$ cat src/rtl/lsu_pkg.sv
// Shared types and constants for the load/store unit.
// Access sizes, FSM states and UART register offsets.
package lsu_pkg;

  typedef enum logic [1:0] {
    SZ_B = 2'b00,
    SZ_H = 2'b01,
    SZ_W = 2'b10
  } size_e;

  typedef enum logic [1:0] {
    IDLE      = 2'd0,
    RMW_WRITE = 2'd1,
    TX_WAIT   = 2'd2
  } state_e;

  localparam logic [31:0] UART_TX_OFF   = 32'h0;
  localparam logic [31:0] UART_STAT_OFF = 32'h4;
  localparam logic [31:0] UART_RX_OFF   = 32'h8;

endpackage

$ cat src/rtl/lsu_mmio_if.sv
// Bus bundle around the LSU: CPU request/response, dmem port, UART port.
// slave = LSU side, master = CPU/memory/UART environment side.
interface lsu_mmio_if;
  logic        req_valid;
  logic        req_we;
  logic [1:0]  req_size;
  logic        req_unsigned;
  logic [31:0] req_addr;
  logic [31:0] req_wdata;
  logic [31:0] rsp_rdata;
  logic        stall;
  logic        misalign;
  logic [31:0] dmem_addr;
  logic        dmem_sel;
  logic        dmem_we;
  logic [31:0] dmem_wdata;
  logic [31:0] dmem_rdata;
  logic [7:0]  uart_tx_data;
  logic        uart_tx_valid;
  logic        uart_tx_ready;
  logic [7:0]  uart_rx_data;
  logic        uart_rx_valid;
  logic        uart_rx_pop;

  modport slave (
    input  req_valid, req_we, req_size, req_unsigned,
    input  req_addr, req_wdata, dmem_rdata,
    input  uart_tx_ready, uart_rx_data, uart_rx_valid,
    output rsp_rdata, stall, misalign,
    output dmem_addr, dmem_sel, dmem_we, dmem_wdata,
    output uart_tx_data, uart_tx_valid, uart_rx_pop
  );

  modport master (
    output req_valid, req_we, req_size, req_unsigned,
    output req_addr, req_wdata, dmem_rdata,
    output uart_tx_ready, uart_rx_data, uart_rx_valid,
    input  rsp_rdata, stall, misalign,
    input  dmem_addr, dmem_sel, dmem_we, dmem_wdata,
    input  uart_tx_data, uart_tx_valid, uart_rx_pop
  );
endinterface

$ cat src/rtl/lsu_align.sv
// Lane logic: merges sub-word store data into a word, extracts loads.
// Ports: i_size/i_unsigned/i_off select lane; o_merged, o_rdata results.
module lsu_align
  import lsu_pkg::*;
(
  input  logic [1:0]  i_size,
  input  logic        i_unsigned,
  input  logic [1:0]  i_off,
  input  logic [31:0] i_wdata,
  input  logic [31:0] i_word,
  output logic [31:0] o_merged,
  output logic [31:0] o_rdata
);

  logic [7:0]  w_b;
  logic [15:0] w_h;

  always_comb begin
    w_b      = i_word[{i_off, 3'b000} +: 8];
    w_h      = i_word[{i_off[1], 4'b0000} +: 16];
    o_merged = i_word;
    o_rdata  = i_word;
    unique case (1'b1)
      (i_size == SZ_B): begin
        o_merged[{i_off, 3'b000} +: 8] = i_wdata[7:0];
        o_rdata = {{24{~i_unsigned & w_b[7]}}, w_b};
      end
      (i_size == SZ_H): begin
        o_merged[{i_off[1], 4'b0000} +: 16] = i_wdata[15:0];
        o_rdata = {{16{~i_unsigned & w_h[15]}}, w_h};
      end
      default: o_merged = i_wdata;
    endcase
  end

endmodule

$ cat src/rtl/lsu_mmio.sv
// Load/store unit: dmem access with sub-word RMW, UART MMIO, stalls.
// Ports: clk, rst_n, bus (lsu_mmio_if.slave) carrying CPU/dmem/UART.
module lsu_mmio
  import lsu_pkg::*;
#(
  parameter int          DMEM_WORDS = 1024,
  parameter logic [31:0] UART_BASE  = 32'h8000_0000
) (
  input logic         clk,
  input logic         rst_n,
  lsu_mmio_if.slave   bus
);

  localparam logic [31:0] DMEM_BYTES = 32'(4 * DMEM_WORDS);

  state_e      r_state;
  logic [31:0] r_wbuf;
  logic [9:0]  r_idx;
  logic [7:0]  r_tx_buf;
  logic        r_tx_valid;

  logic        w_act;
  logic        w_mis;
  logic        w_ok;
  logic        w_dmem;
  logic        w_tx;
  logic        w_stat;
  logic        w_rx;
  logic        w_sub;
  logic [31:0] w_merged;
  logic [31:0] w_ld;

  lsu_align u_align (
    .i_size     (bus.req_size),
    .i_unsigned (bus.req_unsigned),
    .i_off      (bus.req_addr[1:0]),
    .i_wdata    (bus.req_wdata),
    .i_word     (bus.dmem_rdata),
    .o_merged   (w_merged),
    .o_rdata    (w_ld)
  );

  // rst_n gates the strobes so they read 0 while reset is held
  always_comb begin
    w_act  = bus.req_valid & rst_n & (r_state == IDLE);
    w_mis  = ((bus.req_size == SZ_H) & bus.req_addr[0])
           | (bus.req_size[1] & (bus.req_addr[1:0] != 2'b00));
    w_ok   = w_act & ~w_mis;
    w_sub  = ~bus.req_size[1];
    w_dmem = bus.req_addr < DMEM_BYTES;
    w_tx   = bus.req_addr == UART_BASE + UART_TX_OFF;
    w_stat = bus.req_addr == UART_BASE + UART_STAT_OFF;
    w_rx   = bus.req_addr == UART_BASE + UART_RX_OFF;
  end

  always_comb begin
    bus.rsp_rdata   = '0;
    bus.stall       = 1'b0;
    bus.misalign    = w_act & w_mis;
    bus.dmem_sel    = 1'b0;
    bus.dmem_we     = 1'b0;
    bus.dmem_addr   = {22'b0, bus.req_addr[11:2]};
    bus.dmem_wdata  = bus.req_wdata;
    bus.uart_rx_pop = 1'b0;
    if (r_state == RMW_WRITE) begin
      bus.dmem_sel   = 1'b1;
      bus.dmem_we    = 1'b1;
      bus.dmem_addr  = {22'b0, r_idx};
      bus.dmem_wdata = r_wbuf;
    end
    if (r_state == TX_WAIT)
      bus.stall = ~bus.uart_tx_ready;
    if (w_ok) begin
      unique case (1'b1)
        w_dmem: begin
          bus.dmem_sel = 1'b1;
          if (!bus.req_we)
            bus.rsp_rdata = w_ld;
          else if (w_sub)
            bus.stall = 1'b1;
          else
            bus.dmem_we = 1'b1;
        end
        w_tx: bus.stall = bus.req_we;
        w_stat: begin
          if (!bus.req_we)
            bus.rsp_rdata = {30'b0, bus.uart_rx_valid,
                             ~bus.uart_tx_ready | r_tx_valid};
        end
        w_rx: begin
          if (!bus.req_we && bus.uart_rx_valid) begin
            bus.rsp_rdata   = {24'b0, bus.uart_rx_data};
            bus.uart_rx_pop = 1'b1;
          end
        end
        default: ;
      endcase
    end
  end

  always_ff @(posedge clk or negedge rst_n) begin
    if (!rst_n) begin
      r_state    <= IDLE;
      r_wbuf     <= '0;
      r_idx      <= '0;
      r_tx_buf   <= '0;
      r_tx_valid <= 1'b0;
    end else begin
      unique case (r_state)
        IDLE: begin
          if (w_ok && bus.req_we && w_dmem && w_sub) begin
            r_wbuf  <= w_merged;
            r_idx   <= bus.req_addr[11:2];
            r_state <= RMW_WRITE;
          end else if (w_ok && bus.req_we && w_tx) begin
            r_tx_buf   <= bus.req_wdata[7:0];
            r_tx_valid <= 1'b1;
            r_state    <= TX_WAIT;
          end
        end
        RMW_WRITE: r_state <= IDLE;
        TX_WAIT: begin
          if (r_tx_valid && bus.uart_tx_ready) begin
            r_tx_valid <= 1'b0;
            r_state    <= IDLE;
          end
        end
        default: r_state <= IDLE;
      endcase
    end
  end

  assign bus.uart_tx_data  = r_tx_buf;
  assign bus.uart_tx_valid = r_tx_valid;

endmodule
$ cat src/flat_wrapper.sv
// flat-port wrapper written by rule: the top's interface ports become plain ports
module lsu_mmio_flat import lsu_pkg::*;
#(
  parameter int          DMEM_WORDS = 1024,
  parameter logic [31:0] UART_BASE  = 32'h8000_0000
)
  (clk, rst_n, bus_req_valid, bus_req_we, bus_req_size, bus_req_unsigned, bus_req_addr, bus_req_wdata, bus_dmem_rdata, bus_uart_tx_ready, bus_uart_rx_data, bus_uart_rx_valid, bus_rsp_rdata, bus_stall, bus_misalign, bus_dmem_addr, bus_dmem_sel, bus_dmem_we, bus_dmem_wdata, bus_uart_tx_data, bus_uart_tx_valid, bus_uart_rx_pop);
  lsu_mmio_if bus_i ();
  input logic clk;
  input logic rst_n;
  input wire logic [$bits(bus_i.req_valid)-1:0] bus_req_valid;
  input wire logic [$bits(bus_i.req_we)-1:0] bus_req_we;
  input wire logic [$bits(bus_i.req_size)-1:0] bus_req_size;
  input wire logic [$bits(bus_i.req_unsigned)-1:0] bus_req_unsigned;
  input wire logic [$bits(bus_i.req_addr)-1:0] bus_req_addr;
  input wire logic [$bits(bus_i.req_wdata)-1:0] bus_req_wdata;
  input wire logic [$bits(bus_i.dmem_rdata)-1:0] bus_dmem_rdata;
  input wire logic [$bits(bus_i.uart_tx_ready)-1:0] bus_uart_tx_ready;
  input wire logic [$bits(bus_i.uart_rx_data)-1:0] bus_uart_rx_data;
  input wire logic [$bits(bus_i.uart_rx_valid)-1:0] bus_uart_rx_valid;
  output wire logic [$bits(bus_i.rsp_rdata)-1:0] bus_rsp_rdata;
  output wire logic [$bits(bus_i.stall)-1:0] bus_stall;
  output wire logic [$bits(bus_i.misalign)-1:0] bus_misalign;
  output wire logic [$bits(bus_i.dmem_addr)-1:0] bus_dmem_addr;
  output wire logic [$bits(bus_i.dmem_sel)-1:0] bus_dmem_sel;
  output wire logic [$bits(bus_i.dmem_we)-1:0] bus_dmem_we;
  output wire logic [$bits(bus_i.dmem_wdata)-1:0] bus_dmem_wdata;
  output wire logic [$bits(bus_i.uart_tx_data)-1:0] bus_uart_tx_data;
  output wire logic [$bits(bus_i.uart_tx_valid)-1:0] bus_uart_tx_valid;
  output wire logic [$bits(bus_i.uart_rx_pop)-1:0] bus_uart_rx_pop;
  assign bus_i.req_valid = bus_req_valid;
  assign bus_i.req_we = bus_req_we;
  assign bus_i.req_size = bus_req_size;
  assign bus_i.req_unsigned = bus_req_unsigned;
  assign bus_i.req_addr = bus_req_addr;
  assign bus_i.req_wdata = bus_req_wdata;
  assign bus_i.dmem_rdata = bus_dmem_rdata;
  assign bus_i.uart_tx_ready = bus_uart_tx_ready;
  assign bus_i.uart_rx_data = bus_uart_rx_data;
  assign bus_i.uart_rx_valid = bus_uart_rx_valid;
  assign bus_rsp_rdata = bus_i.rsp_rdata;
  assign bus_stall = bus_i.stall;
  assign bus_misalign = bus_i.misalign;
  assign bus_dmem_addr = bus_i.dmem_addr;
  assign bus_dmem_sel = bus_i.dmem_sel;
  assign bus_dmem_we = bus_i.dmem_we;
  assign bus_dmem_wdata = bus_i.dmem_wdata;
  assign bus_uart_tx_data = bus_i.uart_tx_data;
  assign bus_uart_tx_valid = bus_i.uart_tx_valid;
  assign bus_uart_rx_pop = bus_i.uart_rx_pop;
  lsu_mmio #(.DMEM_WORDS(DMEM_WORDS), .UART_BASE(UART_BASE)) u_core (.clk(clk), .rst_n(rst_n), .bus(bus_i));
endmodule
$ cat config.mk
export PLATFORM = sky130hd
export DESIGN_NAME = lsu_mmio_flat
export DESIGN_NICKNAME = d
export VERILOG_FILES = /design/src/rtl/lsu_pkg.sv /design/src/rtl/lsu_mmio_if.sv /design/src/rtl/lsu_align.sv /design/src/rtl/lsu_mmio.sv /design/src/flat_wrapper.sv
export SDC_FILE = /design/constraint.sdc
export NUM_CORES = 1
export LEC_CHECK = 0
export CAP_MARGIN = 10
export CELL_PAD_IN_SITES_DETAIL_PLACEMENT = 1
export CELL_PAD_IN_SITES_GLOBAL_PLACEMENT = 2
export CORE_ASPECT_RATIO = 1.2
export CORE_MARGIN = 5
export CORE_UTILIZATION = 21
export DETAILED_ROUTE_END_ITERATION = 8
export HOLD_SLACK_MARGIN = 0.05
export PLACE_DENSITY = 0.81
export SLEW_MARGIN = 40
export SYNTH_ARGS = -nofsm -noshare
export SYNTH_HDL_FRONTEND = slang
export SYNTH_HIERARCHICAL = 1
export SYNTH_SLANG_ARGS = --single-unit
$ cat constraint.sdc
create_clock -name clk -period 2.1 [get_ports clk]
set_input_delay 0.42 -clock clk [delete_from_list [all_inputs] [get_ports clk]]
set_output_delay 0.42 -clock clk [all_outputs]
set_load 0.03 [all_outputs]
==> impl_metrics.json <==
{
  "cp-startpoint": "bus_req_addr[0]",
  "track_usage_pct": 18.1,
  "fin_crit_sh_pct": 120,
  "rsz0062_at_grt": "yes",
  "start_util_pct": 21.2,
  "yosys.area.top_type": "dfrtp_1",
  "switching_share_pct": 33.4,
  "die_h_um": 180,
  "num_rows": 62,
  "fmax_mhz": 397,
  "postSynthAreaPerCell_um2": 8.36,
  "status": "finished with violations",
  "synth_top_cells_by_count": "nand2_1 (170), mux2_2 (59), dfrtp_1 (53)",
  "core_region_area_mm2": 0.0238,
  "finalWorstSetupSlack_ns": -0.418,
  "fp.dieW_um": 152,
  "ys_async_sr_fraction_pct": 100,
  "drv_cap": 0,
  "synthFlopType": "dfrtp_1",
  "tightest_slew_ns": 0.544,
  "cts_hold_buf": 0,
  "drt_pass1_iterations": 4,
  "leakage_uw": 0.00449,
  "violations": "setup timing",
  "ant_nets": 0,
  "multiInputGateArea_mm2": 0.00388,
  "hold_path_class": "in -> async",
  "ys_seq_area_share_pct": 26.3,
  "port_buffers": 200,
  "first_iter_violations": 204,
  "skew_ns": 0.00765,
  "power_density_mw_per_mm2": 338,
  "power_frac_seq_pct": 31.6,
  "wl_per_cell_um": 22.0,
  "start_kind": "input port",
  "end_kind": "output port",
  "synth-warning-count": 6,
  "synth-edff-count": 0,
  "netlist_area_mm2": 0.00505,
  "stdcell_area_mm2": 0.00953,
  "crit_end": "bus_rsp_rdata[1]",
  "grt_pass1_vias": 6360,
  "worstPathRequired_ns": 1.68,
  "rr_startpoint": "u_core/r_state[0]$_DFFE_PN0P_",
  "clock_power_share_pct": 28.3,
  "gr-total-overflow": 0,
  "internal_power_uw": 2150,
  "drc_errors": 0,
  "final-hold-violation-count": 0,
  "dieArea_mm2": 0.0273,
  "yosysTopAreaCellShare_pct": 26.3,
  "cts_tree": "yes",
  "clock_path_buffers": 2,
  "setup_viol": 40,
  "r2r_slack_ns": 0.05,
  "fillers": 2715,
  "cts.sinks": 53,
  "path_max_fanout": 5,
  "relSlewSlack_pct": 63.7,
  "vias_per_cell": 4.79,
  "syn2layout_area_growth_pct": 88.7,
  "period_needed_ns": 2.52,
  "htree_levels": 2,
  "cts_made_buffers": 5,
  "nNetsFinal": 1035,
  "ys_seq_elements": 53,
  "postPlaceCellArea_mm2": 0.00873,
  "yosysMostFrequentCell": "nand2_1",
  "worstRegToRegCells": 6,
  "timing.rr.end": "u_core/bus.uart_tx_data[3]$_DFFE_PN0P_",
  "routed_wl_um": 27300,
  "ioPinCount": 223,
  "power_frac_comb_pct": 40.1,
  "synthCells": 604,
  "clkTransAtPathRegs_ns": 0.08,
  "seq_area_mm2": 0.00133,
  "antenna_found_initial": 2,
  "ys_types": 64,
  "path_class": "in -> out",
  "slew_viol_final": 0,
  "root_buffer": "clkbuf_16",
  "clk_latency_ns": 0.30,
  "gp_congestion": 0.854,
  "synth.area.top_cells": "dfrtp_1 (26%), mux2_2 (13%), nand2_1 (13%)",
  "switchingPower_uw": 1080,
  "grt_pass1_wl_um": 38100,
  "vias": 5929,
  "critPathArrivalTime_ns": 2.10,
  "dp_hpwl_um": 20000,
  "grt_max_degree": 54,
  "vdd_drop_max_mv": 0.339,
  "drive_above_1_share_pct": 44.9,
  "fin_setup_tns_ns": -13.32
}
## state kept, by name (all words and copies together) (netlist names)
register	count
u_core/bus.uart_tx_valid	1
u_core/r_state	2
u_core/r_idx	10
u_core/bus.uart_tx_data	8
u_core/r_wbuf	32
## layout make-up
class | instances | area share [%]
Timing Repair Buffer | 343 | 39.0
Inverter | 13 | 0.538
Antenna cell | 1 | 0.0262
Multi-Input combinational cell | 501 | 40.7
Clock inverter | 1 | 0.0525
Clock buffer | 7 | 1.60
Sequential cell | 53 | 13.9
Tap cell | 320 | 4.20
## power by group through the flow
stage               sequential [µW]  clock (µW)  combinational, µW
floorplan                      1040           0                549
global placement               1040           0               1260
detailed placement             1040           0               1270
CTS                            1020         935               1270
global route                   1020         980               1370
finish                         1020         912               1290
## stage by stage
step | power [µW] | hold slack [ns] | instances | setup slack (ns) | utilization [%]
finish | 3220 | 0.286 | 1239 | -0.418 | 40.0
global route | 3370 | 0.341 | 1239 | -0.472 | 40.0
CTS | 3230 | 0.385 | 1227 | -0.422 | 38.8
detailed placement | 2310 | 0.495 | 1202 | -0.868 | 36.7
global placement | 2300 | 0.487 | 1202 | -0.810 | 36.7
floorplan | 1590 | 0.124 | 625 | -0.323 | -
## cell families after synthesis
group                      after synthesis  share of synthesized area [%]
AOI/OAI and AO/OA                      130                           20.1
xor gates and xnor gates                 1                          0.173
adders and majority gates                5                           1.24
buffers and inverters                   72                           8.17
DFF                                     53                           26.3
muxes                                   77                           17.2
other                                    1                         0.0742
and+or+nand+nor                        265                           26.8
## how the worst min path moves through the flow
stage / start / slack [ns] / to
after floorplan: rst_n / 0.12 / u_core/bus.uart_tx_data[0]$_DFFE_PN0P_
after global placement: u_core/r_idx[4]$_DFFE_PN0P_ / 0.49 / u_core/r_idx[4]$_DFFE_PN0P_
after detailed placement: u_core/r_idx[9]$_DFFE_PN0P_ / 0.49 / u_core/r_idx[9]$_DFFE_PN0P_
after CTS: bus_req_addr[7] / 0.39 / u_core/r_idx[5]$_DFFE_PN0P_
after global routing: rst_n / 0.34 / u_core/r_wbuf[11]$_DFFE_PN0P_
final: rst_n / 0.29 / u_core/r_wbuf[13]$_DFFE_PN0P_
## critical path: stages
cell and delay (ns):
buf_6 0.09, or4b_4 0.59, nor4_4 0.37, o2111ai_4 0.17, buf_12 0.18, a21oi_4 0.13
buf_6 0.15
## routing by layer
| layer | vias to the layer above | wire length [µm] | track usage [%] |
|---|---|---|---|
| li1 | 2766 | - | - |
| met1 | 2926 | 10700 | 21.7 |
| met2 | 211 | 14300 | 33.1 |
| met3 | 24 | 1880 | 4.13 |
| met4 | 2 | 440 | 3.09 |
| met5 | - | 20 | 0 |
## layout by cell type (no fill, tap or decap), types with 3 or more instances in the layout
master and n:
nand2_1 154, buf_4 127, clkdlybuf4s50_1 81, mux2_2 59, dfrtp_1 53, buf_12 50
buf_6 43, o21ai_0 39, a221o_1 30, and2_4 23, conb_1 22, a22o_1 22
nand2_2 16, mux2i_1 16, buf_2 14, dlygate4sd2_1 14, nand2b_1 11, clkbuf_16 10
inv_1 10, nor4_4 8, and4_1 8, a211o_1 8, nor2_4 7, a22oi_2 7
nor2_1 6, clkdlybuf4s15_1 5, ha_1 5, buf_16 3, nor3_4 3, o21ai_1 3
## timing repair
| item | CTS | global route |
|---|---|---|
| pin swaps | 21 | 7 |
| gates cloned | 4 | 6 |
| hold endpoints to repair | 0 | 0 |
| resized for setup | 163 | 21 |
| endpoints found under the setup margin | 88 | 86 |
| setup buffers | 13 | 6 |
(Power assumes the default switching activity.)
